==> src/rtl/jzjpcc_pkg.sv <==
// rtl/jzjpcc_pkg.sv - shared fetch types and constants; JZJPCC_FETCH_MISALIGN_TRAP_EN adds the misaligned flag
package jzjpcc_pkg;

    localparam logic [31:0] NOP_INSTRUCTION = 32'h00000013;
    localparam int          SKID_DEPTH      = 2;

    typedef struct packed {
        logic [31:0] instruction;
        logic [31:0] pc;
`ifdef JZJPCC_FETCH_MISALIGN_TRAP_EN
        logic        misaligned;
`endif
    } fetch_packet_t;

    localparam int PACKET_W = $bits(fetch_packet_t);

    function automatic fetch_packet_t make_packet(input logic [31:0] instruction,
                                                  input logic [31:0] pc);
        fetch_packet_t p;
        p.instruction = instruction;
        p.pc          = pc;
`ifdef JZJPCC_FETCH_MISALIGN_TRAP_EN
        p.misaligned  = 1'b0;
`endif
        return p;
    endfunction

endpackage

==> src/rtl/jzjpcc_fetch_skid_buffer.sv <==
// rtl/jzjpcc_fetch_skid_buffer.sv - 2-entry fetch packet FIFO with flush; head is a registered output
module jzjpcc_fetch_skid_buffer
    import jzjpcc_pkg::*;
(
    input  logic                clk_i,
    input  logic                rst_ni,
    input  logic                push_i,
    input  logic [PACKET_W-1:0] push_data_i,
    input  logic                pop_i,
    input  logic                flush_i,
    output logic [PACKET_W-1:0] head_o,
    output logic [1:0]          occupancy_o
);

    fetch_packet_t entry_q [SKID_DEPTH];
    logic          head_q;
    logic [1:0]    count_q;
    logic          tail;
    logic          pop_ok;

    assign tail        = head_q ^ count_q[0];
    assign pop_ok      = pop_i && (count_q != 2'd0);
    assign head_o      = entry_q[head_q];
    assign occupancy_o = count_q;

    // Flush and push may coincide: the pushed packet becomes the only entry.
    always_ff @(posedge clk_i or negedge rst_ni) begin
        if (!rst_ni) begin
            for (int i = 0; i < SKID_DEPTH; i++) begin
                entry_q[i] <= make_packet(NOP_INSTRUCTION, 32'h0);
            end
            head_q  <= 1'b0;
            count_q <= 2'd0;
        end else if (flush_i) begin
            head_q  <= 1'b0;
            count_q <= {1'b0, push_i};
            if (push_i) begin
                entry_q[0] <= push_data_i;
            end
        end else begin
            if (push_i) begin
                entry_q[tail] <= push_data_i;
            end
            if (pop_ok) begin
                head_q <= ~head_q;
            end
            count_q <= count_q + {1'b0, push_i} - {1'b0, pop_ok};
        end
    end

    a_no_overflow: assert property (@(posedge clk_i) disable iff (!rst_ni)
        !(push_i && !flush_i && (count_q == 2'd2)));

endmodule

==> src/rtl/jzjpcc_fetch_unit.sv <==
// rtl/jzjpcc_fetch_unit.sv - RV32I fetch front end: pc, imem issue, redirect; JZJPCC_FETCH_MISALIGN_TRAP_EN traps misaligned targets
module jzjpcc_fetch_unit
    import jzjpcc_pkg::*;
#(
    parameter logic [31:0] RESET_VECTOR    = 32'h00000000,
    parameter int          IMEM_ADDR_WIDTH = 30
) (
    input  logic                       clock,
    input  logic                       not_reset,
    output logic [IMEM_ADDR_WIDTH-1:0] imem_addr,
    input  logic [31:0]                imem_data,
    input  logic                       redirect_valid,
    input  logic [31:0]                redirect_pc,
    output logic                       out_valid,
    input  logic                       out_ready,
    output logic [31:0]                out_instruction,
    output logic [31:0]                out_pc,
    output logic                       out_misaligned
);

    logic [31:0]   pc_q, pc_d;
    logic [31:0]   inflight_pc_q, inflight_pc_d;
    logic          inflight_q, inflight_d;
    logic [1:0]    occupancy;
    logic [2:0]    pending;
    logic          pop, issue, halted, trap_redirect;
    logic          push, flush, pop_eff;
    logic [31:0]   target;
    fetch_packet_t push_pkt, trap_pkt, head_pkt;
    logic [PACKET_W-1:0] head_bits;

`ifdef JZJPCC_FETCH_MISALIGN_TRAP_EN
    logic halted_q;

    assign target        = redirect_pc;
    assign trap_redirect = redirect_valid && (redirect_pc[1:0] != 2'b00);
    assign halted        = halted_q;
    assign out_misaligned = head_pkt.misaligned;

    always_comb begin
        trap_pkt            = make_packet(NOP_INSTRUCTION, redirect_pc);
        trap_pkt.misaligned = 1'b1;
    end

    // A trapped redirect parks fetch until the next redirect.
    always_ff @(posedge clock or negedge not_reset) begin
        if (!not_reset) begin
            halted_q <= 1'b0;
        end else if (redirect_valid) begin
            halted_q <= trap_redirect;
        end
    end
`else
    assign target         = {redirect_pc[31:2], 2'b00};
    assign trap_redirect  = 1'b0;
    assign halted         = 1'b0;
    assign out_misaligned = 1'b0;
    assign trap_pkt       = make_packet(NOP_INSTRUCTION, redirect_pc);
`endif

    assign head_pkt        = head_bits;
    assign out_valid       = (occupancy != 2'd0);
    assign out_instruction = head_pkt.instruction;
    assign out_pc          = head_pkt.pc;
    assign pop             = out_valid && out_ready;

    // Buffered plus in-flight words, after this cycle's pop, must leave room for one more.
    assign pending = {1'b0, occupancy} + {2'b00, inflight_q} - {2'b00, pop};
    assign issue   = (pending <= 3'd1) && !halted;

    always_comb begin
        pc_d          = pc_q;
        inflight_d    = 1'b0;
        inflight_pc_d = inflight_pc_q;
        push          = inflight_q;
        push_pkt      = make_packet(imem_data, inflight_pc_q);
        flush         = 1'b0;
        pop_eff       = pop;
        imem_addr     = pc_q[IMEM_ADDR_WIDTH+1:2];
        if (redirect_valid) begin
            flush   = 1'b1;
            pop_eff = 1'b0;
            push    = 1'b0;
            if (trap_redirect) begin
                push     = 1'b1;
                push_pkt = trap_pkt;
            end else begin
                imem_addr     = target[IMEM_ADDR_WIDTH+1:2];
                inflight_d    = 1'b1;
                inflight_pc_d = target;
                pc_d          = target + 32'd4;
            end
        end else if (issue) begin
            inflight_d    = 1'b1;
            inflight_pc_d = pc_q;
            pc_d          = pc_q + 32'd4;
        end
    end

    always_ff @(posedge clock or negedge not_reset) begin
        if (!not_reset) begin
            pc_q          <= RESET_VECTOR;
            inflight_pc_q <= RESET_VECTOR;
            inflight_q    <= 1'b0;
        end else begin
            pc_q          <= pc_d;
            inflight_pc_q <= inflight_pc_d;
            inflight_q    <= inflight_d;
        end
    end

    jzjpcc_fetch_skid_buffer u_skid (
        .clk_i       (clock),
        .rst_ni      (not_reset),
        .push_i      (push),
        .push_data_i (push_pkt),
        .pop_i       (pop_eff),
        .flush_i     (flush),
        .head_o      (head_bits),
        .occupancy_o (occupancy)
    );

endmodule

==> config.mk <==
export PLATFORM = sky130hd
export DESIGN_NAME = jzjpcc_fetch_unit
export DESIGN_NICKNAME = d
export VERILOG_FILES = /design/src/rtl/jzjpcc_pkg.sv /design/src/rtl/jzjpcc_fetch_skid_buffer.sv /design/src/rtl/jzjpcc_fetch_unit.sv
export SDC_FILE = /design/constraint.sdc
export NUM_CORES = 1
export LEC_CHECK = 0
export BUFFER_PORTS_ARGS = -buffer_cell sky130_fd_sc_hd__buf_4
export CORE_ASPECT_RATIO = 1.1
export CORE_MARGIN = 2
export CORE_UTILIZATION = 58
export CTS_BUF_LIST = sky130_fd_sc_hd__clkbuf_8
export DETAILED_ROUTE_END_ITERATION = 12
export PLACE_DENSITY = 0.88
export SLEW_MARGIN = 20
export SYNTH_ARGS = -nofsm -noshare
export SYNTH_HDL_FRONTEND = slang
export SYNTH_SLANG_ARGS = --single-unit
==> constraint.sdc <==
create_clock -name clock -period 3.2 [get_ports clock]
set_clock_uncertainty 0.15 [all_clocks]
set_input_delay 0.16 -clock clock [delete_from_list [all_inputs] [get_ports clock]]
set_output_delay 0.16 -clock clock [all_outputs]
set_load 0.01 [all_outputs]
==> results of run 1 <==
==> power groups by stage <==
stage	Sequential (W)	Clock [W]	Combinational (W)
4_1_cts	0.00441	0.00170	0.00613
6_report	0.00445	0.00166	0.00616
5_1_grt	0.00460	0.00178	0.00670
3_5_place_dp	0.00446	0	0.00604
3_3_place_gp	0.00438	0	0.00585
2_1_floorplan	0.00421	0	0.00409
==> tightest hold or removal path, cell delays in order <==
cell	delay (ns)
buf_4	0.10
mux2_2	0.20
mux2_2	0.16
==> timing repair <==
item,in CTS,in global routing
hold endpoints to repair,180,0
endpoints found under the setup margin,0,17
gates resized for setup,0,2
hold buffers,58,0
==> flip-flops by register name, indices dropped and copies added (netlist names) <==
name	count
u_skid.head_q	1
inflight_pc_q	30
u_skid.entry_q	124
u_skid.occupancy_o	2
pc_q	30
inflight_q	1
==> cells by family (layout without fill, tap and decap cells) <==
family,count (synthesis),after routing,synth area share
muxes,216,216,0.262
DFF,188,188,0.513
and+or+nand+nor,159,159,0.0946
AOI/OAI and AO/OA,85,85,0.0620
buffers and inverters,78,301,0.0386
xor gates and xnor gates,21,21,0.0200
adders and majority gates,6,6,0.00900
other,1,3,0.000409
==> metrics by stage <==
stage	setup WS, ns	cells	total power, W	area, um^2	util
floorplan	0.207	756	0.00830	9180	-
global placement	0.276	1089	0.0102	10600	0.678
detailed placement	0.164	1089	0.0105	10600	0.678
CTS	0.131	1179	0.0122	11600	0.743
global route	0.0226	1179	0.0131	11600	0.743
finish	0.237	1179	0.0123	11600	0.743
==> synthesized netlist by cell type, types with 2 or more instances <==
cell	n	area, um^2
a21oi_1	48	240
a22oi_1	2	15.0
a22oi_2	4	50.1
and2_1	2	12.5
and4_1	3	26.3
buf_1	6	22.5
buf_2	19	95.1
buf_4	3	22.5
buf_6	3	33.8
clkbuf_1	12	45.0
dfrtp_1	182	4550
dfstp_2	6	158
ha_1	5	62.6
inv_1	34	128
mux2_2	192	2160
mux2i_1	24	240
nand2_1	35	131
nand2b_1	2	12.5
nand3_1	17	85.1
nand3b_1	12	90.1
nand4_1	8	50.1
nand4_2	4	50.1
nand4b_4	3	71.3
nor2_1	53	199
nor2b_1	4	25.0
nor3_1	4	20.0
nor4_1	3	18.8
o21a_1	5	37.5
o21ai_0	3	15.0
o221a_2	2	22.5
o31a_1	3	26.3
o31ai_1	10	75.1
or3_1	2	12.5
xnor2_1	19	166
xor2_1	2	17.5
==> layer usage <==
metal | part of all wire | global-route usage
met5 | 0 | 0
met4 | 0.024 | 0.102
met3 | 0.060 | 0.0604
met2 | 0.50 | 0.460
met1 | 0.41 | 0.313
==> worst max-delay path by stage <==
stage / to / slack, ns / depth (start not counted)
detailed placement: inflight_pc_q[10]$_DFFE_PN0P_ / 0.16 / 15
CTS: inflight_pc_q[10]$_DFFE_PN0P_ / 0.13 / 15
global placement: inflight_pc_q[9]$_DFFE_PN0P_ / 0.28 / 14
floorplan: inflight_pc_q[19]$_DFFE_PN0P_ / 0.21 / 16
global route: pc_q[2]$_DFFE_PN0P_ / 0.02 / 14
finish: pc_q[24]$_DFFE_PN0P_ / 0.24 / 15
==> layout make-up <==
type | count | area, um^2
timing repair buffer | 235 | 1960
inverter | 34 | 130
tap | 200 | 250
clock buffer | 19 | 262
sequential | 188 | 4710
fill | 986 | 4010
clock inverter | 13 | 165
multi-input combinational | 490 | 4130
==> summary.md, run 1 <==
| Metric | Value |
|---|---|
| Outcome | completed |
| Setup Buffers After CTS | 0 |
| DRT antenna net count | 0 |
| Combinational power share | 0.502 |
| Number of synthesis warnings | 0 |
| Setup violators final | 0 |
| Clock share of power | 0.135 |
| Fin Hold WS | 0.0421 ns |
| Seq/Total Area, Yosys | 0.513 |
| Setup tns final | 0 ns |
| CP endpoint kind | flop |
| Critical Path Source | u_skid.occupancy_o[1]$_DFF_PN0_ |
| Reg clk slew, reported paths | 0.09 ns |
| Worst Path Arrival | 3.16 ns |
| Initial DRT Pass Iterations | 5 |
| Die Height | 136 um |
| Worst Hold Depth | 3 |
| Die area | 16,800 um^2 |
| Sw Pwr | 0.00453 W |
| Sequential share of power | 0.363 |
| Highest ir drop seen on vdd | 0.000672 V |
| Clock Path Buffers | 2 |
| Inserted Diodes | 0 |
| Top_reg_cell synth | dfrtp_1 |
| H-tree levels | 4 |
| PortBufs | 158 |
| Sw frac | 0.370 |
| Total congestion overflow | 0 |
| Num ports | 164 |
| Die X | 124 um |
| Post-synthesis register bit count | 188 |
| Reg2reg path depth | 15 |
| R2R Path Start | u_skid.occupancy_o[1]$_DFF_PN0_ |
| Largest net degree at the start of global routing | 94 |
| Hold WC Path Type | primary input to flop |
| Synthesized area per cell | 12.2 um^2 |
| Post-synth EDFFs | 0 |
| Share of cells above drive strength 1 | 0.436 |
| Leak | 5.14 nW |
| Hold wc startpoint | redirect_pc[3] |
| RSZ-0062 raised after global routing | false |
| Avg WL per Cell | 18.3 um |
| Initial antenna violation count | 0 |
| Crit-path max FO | 18 |
| Tcrit/Tclk final | 0.926 |
| Buf/Inv on CP | 4 |
| Reg2reg end | pc_q[24]$_DFFE_PN0P_ |
| Final Max Slew Viols | 0 |
| Commonest non-fill, non-tap cell in the layout | mux2_2 |
| Number of library cell types mapped by synthesis | 53 |
| Gr usage total | 0.263 |
| Gpl congestion | 0.831 |
| TritonCTS clock tree | yes |
| First-pass GRT wire length | 34,100 um |
| Cell row count | 48 |
| DP Wirelength | 14,100 um |
| Worst skew pair latency | 0.46 ns |
| Total CTS buffers | 17 |
| Max-cap violations | 0 |
| Layout Nets | 1,040 |
| Setup slack, reg-to-reg | 0.24 ns |
| CP max stage cell | dfrtp_1 |
| DRC errors left | 0 |
| Core ar. | 15,600 um^2 |
| Initial core utilization | 0.588 |
| Vias in the first global route | 6,892 |
| CP peak stage delay | 0.42 ns |
| CTS sink count | 188 |
| PwrDens | 1060 nW/um^2 |
| DRT iter0 DRCs | 478 |
| Root buf cell | clkbuf_8 |
| DRT Wirelength | 21,500 um |
| Worst path top cell family by delay | adder cells |
| Final min period | 2.96 ns |
| Mapped Area | 9180 um^2 |
| Fmax | 338 MHz |
| Internal | 0.00773 W |
| Async set or reset register ratio after synthesis | 1.00 |
| Worst Tran Pin Value | 0.926 ns |
| Hold Path End | inflight_pc_q[3]$_DFFE_PN0P_ |
| CP Cell Sequence | inv_1 > nand2_1 > nand2_1 > inv_1 > ha_1 > inv_1 > ha_1 > fa_1 > xnor2_1 > nor2_1 > nor2_1 > inv_4 > nand2_1 > or3_1 > o221a_2 |
| Crit path launch type | flop |
| Drt via density | 5.61 |
| Area delta synth->final | 26.5% |
| CP Class | flop to flop |
| Cells after Synth | 754 |
| Worst Path Required | 3.40 ns |
| Slew headroom | 0.383 |
| Most frequent cells in the layout | mux2_2, dfrtp_1, buf_4, dlygate4sd3_1, nor2_1 |
| Vias | 6,614 |
| Fin. Hold Viols | 0 |
Power figures use the tool's default switching activity.
==> run 2, diff against run 1 <==
Settings changed: CORE_UTILIZATION 58 to 63, PLACE_DENSITY 0.88 to 0.95.
Clock period 3.2 ns to 3.7 ns, I/O delays scaled along.
==> run 2 against run 1 <==
Against the previous run: worst setup slack better by 0.24 ns; core utilization is 6.0 points higher; highest routed layer unchanged; sequential power shrank 13%; largest power group unchanged; power is 13% lower; routed wire length rose by 1.7%; final area decreased by 0.86%; via count is 2.4% higher; hold slack about the same; clock power shrank 9%; non-clock buffer count fell by 9.
==> summary.md, run 2 (synthesis results as in run 1) <==
| Metric | Value |
|---|---|
| Drt via density | 5.83 |
| Worst Hold Depth | 3 |
| Layout Cells excl Fill | 1,162 |
| Total congestion overflow | 0 |
| Reg2reg path depth | 15 |
| Setup Buffers After CTS | 0 |
| Setup tns final | 0 ns |
| Setup violators final | 0 |
| Biggest register | u_skid.entry_q |
| DP Wirelength | 14,100 um |
| Share of cells above drive strength 1 | 0.436 |
| First-pass GRT wire length | 35,200 um |
| Reg2reg end | inflight_pc_q[17]$_DFFE_PN0P_ |
| Die Height | 131 um |
| H-tree levels | 4 |
| Gpl congestion | 0.837 |
| Most frequent cells in the layout | mux2_2, dfrtp_1, buf_4, dlygate4sd3_1, nor2_1 |
| PortBufs | 158 |
| Inserted Diodes | 0 |
| Tcrit/Tclk final | 0.870 |
| Outcome | completed |
| Num ports | 164 |
| Reg area | 4710 um^2 |
| CP endpoint kind | flop |
| Fin Hold WS | 0.0416 ns |
| Initial DRT Pass Iterations | 5 |
| PnR worst setup slack | 0.480 ns |
| Highest ir drop seen on vdd | 0.000531 V |
| Final core occ | 0.803 |
| Setup slack, reg-to-reg | 0.48 ns |
| Crit-path max FO | 26 |
| R2R Path Start | u_skid.occupancy_o[1]$_DFF_PN0_ |
| Max reg flops | 124 |
| Clock Path Buffers | 2 |
| Top flop regs | u_skid.entry_q: 124 flops, inflight_pc_q: 30 flops, pc_q: 30 flops |
| DRT Wirelength | 21,900 um |
| Area delta synth->final | 25.4% |
| FILL cells | 818 |
| Worst Path Required | 3.91 ns |
| Die area | 15,500 um^2 |
| Vias | 6,774 |
| Hold Path End | inflight_pc_q[3]$_DFFE_PN0P_ |
| RSZ-0062 raised after global routing | false |
| Worst Path Arrival | 3.43 ns |
| Reg clk slew, reported paths | 0.09 ns |
| CP Class | flop to flop |
| Fmax | 311 MHz |
| Avg WL per Cell | 18.9 um |
| Slew headroom | 0.382 |
| Initial core utilization | 0.640 |
| Multi-input logic area | 4130 um^2 |
| Hold wc startpoint | redirect_pc[3] |
| CTS sink count | 188 |
| Cells after DPL | 1,076 |
| DRT iter0 DRCs | 512 |
| Max-cap violations | 0 |
| Leak | 5.10 nW |
| Final Max Slew Viols | 0 |
| DRT antenna net count | 0 |
| Final min period | 3.22 ns |
| DRC errors left | 0 |
| Initial antenna violation count | 0 |
| Core ar. | 14,300 um^2 |
| Vias in the first global route | 7,018 |
| Worst skew pair latency | 0.46 ns |
| Layout Nets | 1,031 |
| Hold WC Path Type | primary input to flop |
| Commonest non-fill, non-tap cell in the layout | mux2_2 |
| Pre-CTS setup slack | 0.594 ns |
| Gr usage total | 0.292 |
| Die X | 119 um |
| Fin. Hold Viols | 0 |
| Worst Tran Pin Value | 0.927 ns |
| TritonCTS clock tree | yes |
| Cell row count | 46 |
| PwrDens | 929 nW/um^2 |
| Crit path launch type | flop |
| Total CTS buffers | 17 |
| Root buf cell | clkbuf_8 |
| Largest net degree at the start of global routing | 106 |
## run 2: final cells by class
| class | instances | share of cell area |
|---|---|---|
| Sequential cell | 188 | 0.410 |
| Multi-Input combinational cell | 490 | 0.359 |
| Timing Repair Buffer | 226 | 0.161 |
| Tap cell | 192 | 0.0209 |
| Clock buffer | 17 | 0.0203 |
| Clock inverter | 15 | 0.0184 |
| Inverter | 34 | 0.0111 |
## run 2: worst max path at each step
stage	start	endpoint	slack (ns)	cells after the start
2_1_floorplan	u_skid.occupancy_o[1]$_DFF_PN0_	inflight_pc_q[19]$_DFFE_PN0P_	0.71	16
3_3_place_gp	u_skid.occupancy_o[1]$_DFF_PN0_	pc_q[24]$_DFFE_PN0P_	0.68	15
3_5_place_dp	u_skid.occupancy_o[1]$_DFF_PN0_	pc_q[24]$_DFFE_PN0P_	0.59	15
4_1_cts	u_skid.occupancy_o[1]$_DFF_PN0_	pc_q[24]$_DFFE_PN0P_	0.57	15
5_1_grt	u_skid.occupancy_o[1]$_DFF_PN0_	inflight_pc_q[17]$_DFFE_PN0P_	0.25	15
6_report	u_skid.occupancy_o[1]$_DFF_PN0_	inflight_pc_q[17]$_DFFE_PN0P_	0.48	15
## run 2: power breakdown
group | internal [W] | switching (W) | total, W
sequential | 0.00318 | 0.000694 | 0.00387
combinational | 0.00274 | 0.00256 | 0.00530
clock | 0.000748 | 0.000763 | 0.00151
total | 0.00667 | 0.00402 | 0.0107
## run 2: metrics by stage
step           cell area [um^2]  total power, W
3_5_place_dp              10500         0.00904
3_3_place_gp              10500         0.00875
5_1_grt                   11500          0.0114
4_1_cts                   11500          0.0106
6_report                  11500          0.0107
2_1_floorplan              9180         0.00718
## run 2: worst max-delay path, cell delays in order, from the launching register on
cell,delay (ns)
dfrtp_1,0.43
inv_1,0.11
nand2_1,0.09
nand2_1,0.13
inv_1,0.06
ha_1,0.26
inv_1,0.04
ha_1,0.18
fa_1,0.38
xnor2_1,0.13
nor2_1,0.08
nor2_1,0.07
inv_2,0.38
buf_4,0.31
nor2_1,0.09
a21oi_1,0.22
## run 2: routing by layer
| layer | track usage | vias to the layer above | routed length [um] |
|---|---|---|---|
| li1 | - | 3073 | - |
| met4 | 0.140 | 0 | 701 |
| met3 | 0.0642 | 59 | 1380 |
| met1 | 0.356 | 3374 | 8740 |
| met5 | 0 | - | 0 |
| met2 | 0.500 | 268 | 11100 |
## run 2: repair_timing
action	4_1_cts	5_1_grt
endpoints found under the setup margin	0	0
resized for setup	0	0
hold buffers	54	0
endpoints found under the hold margin	187	0
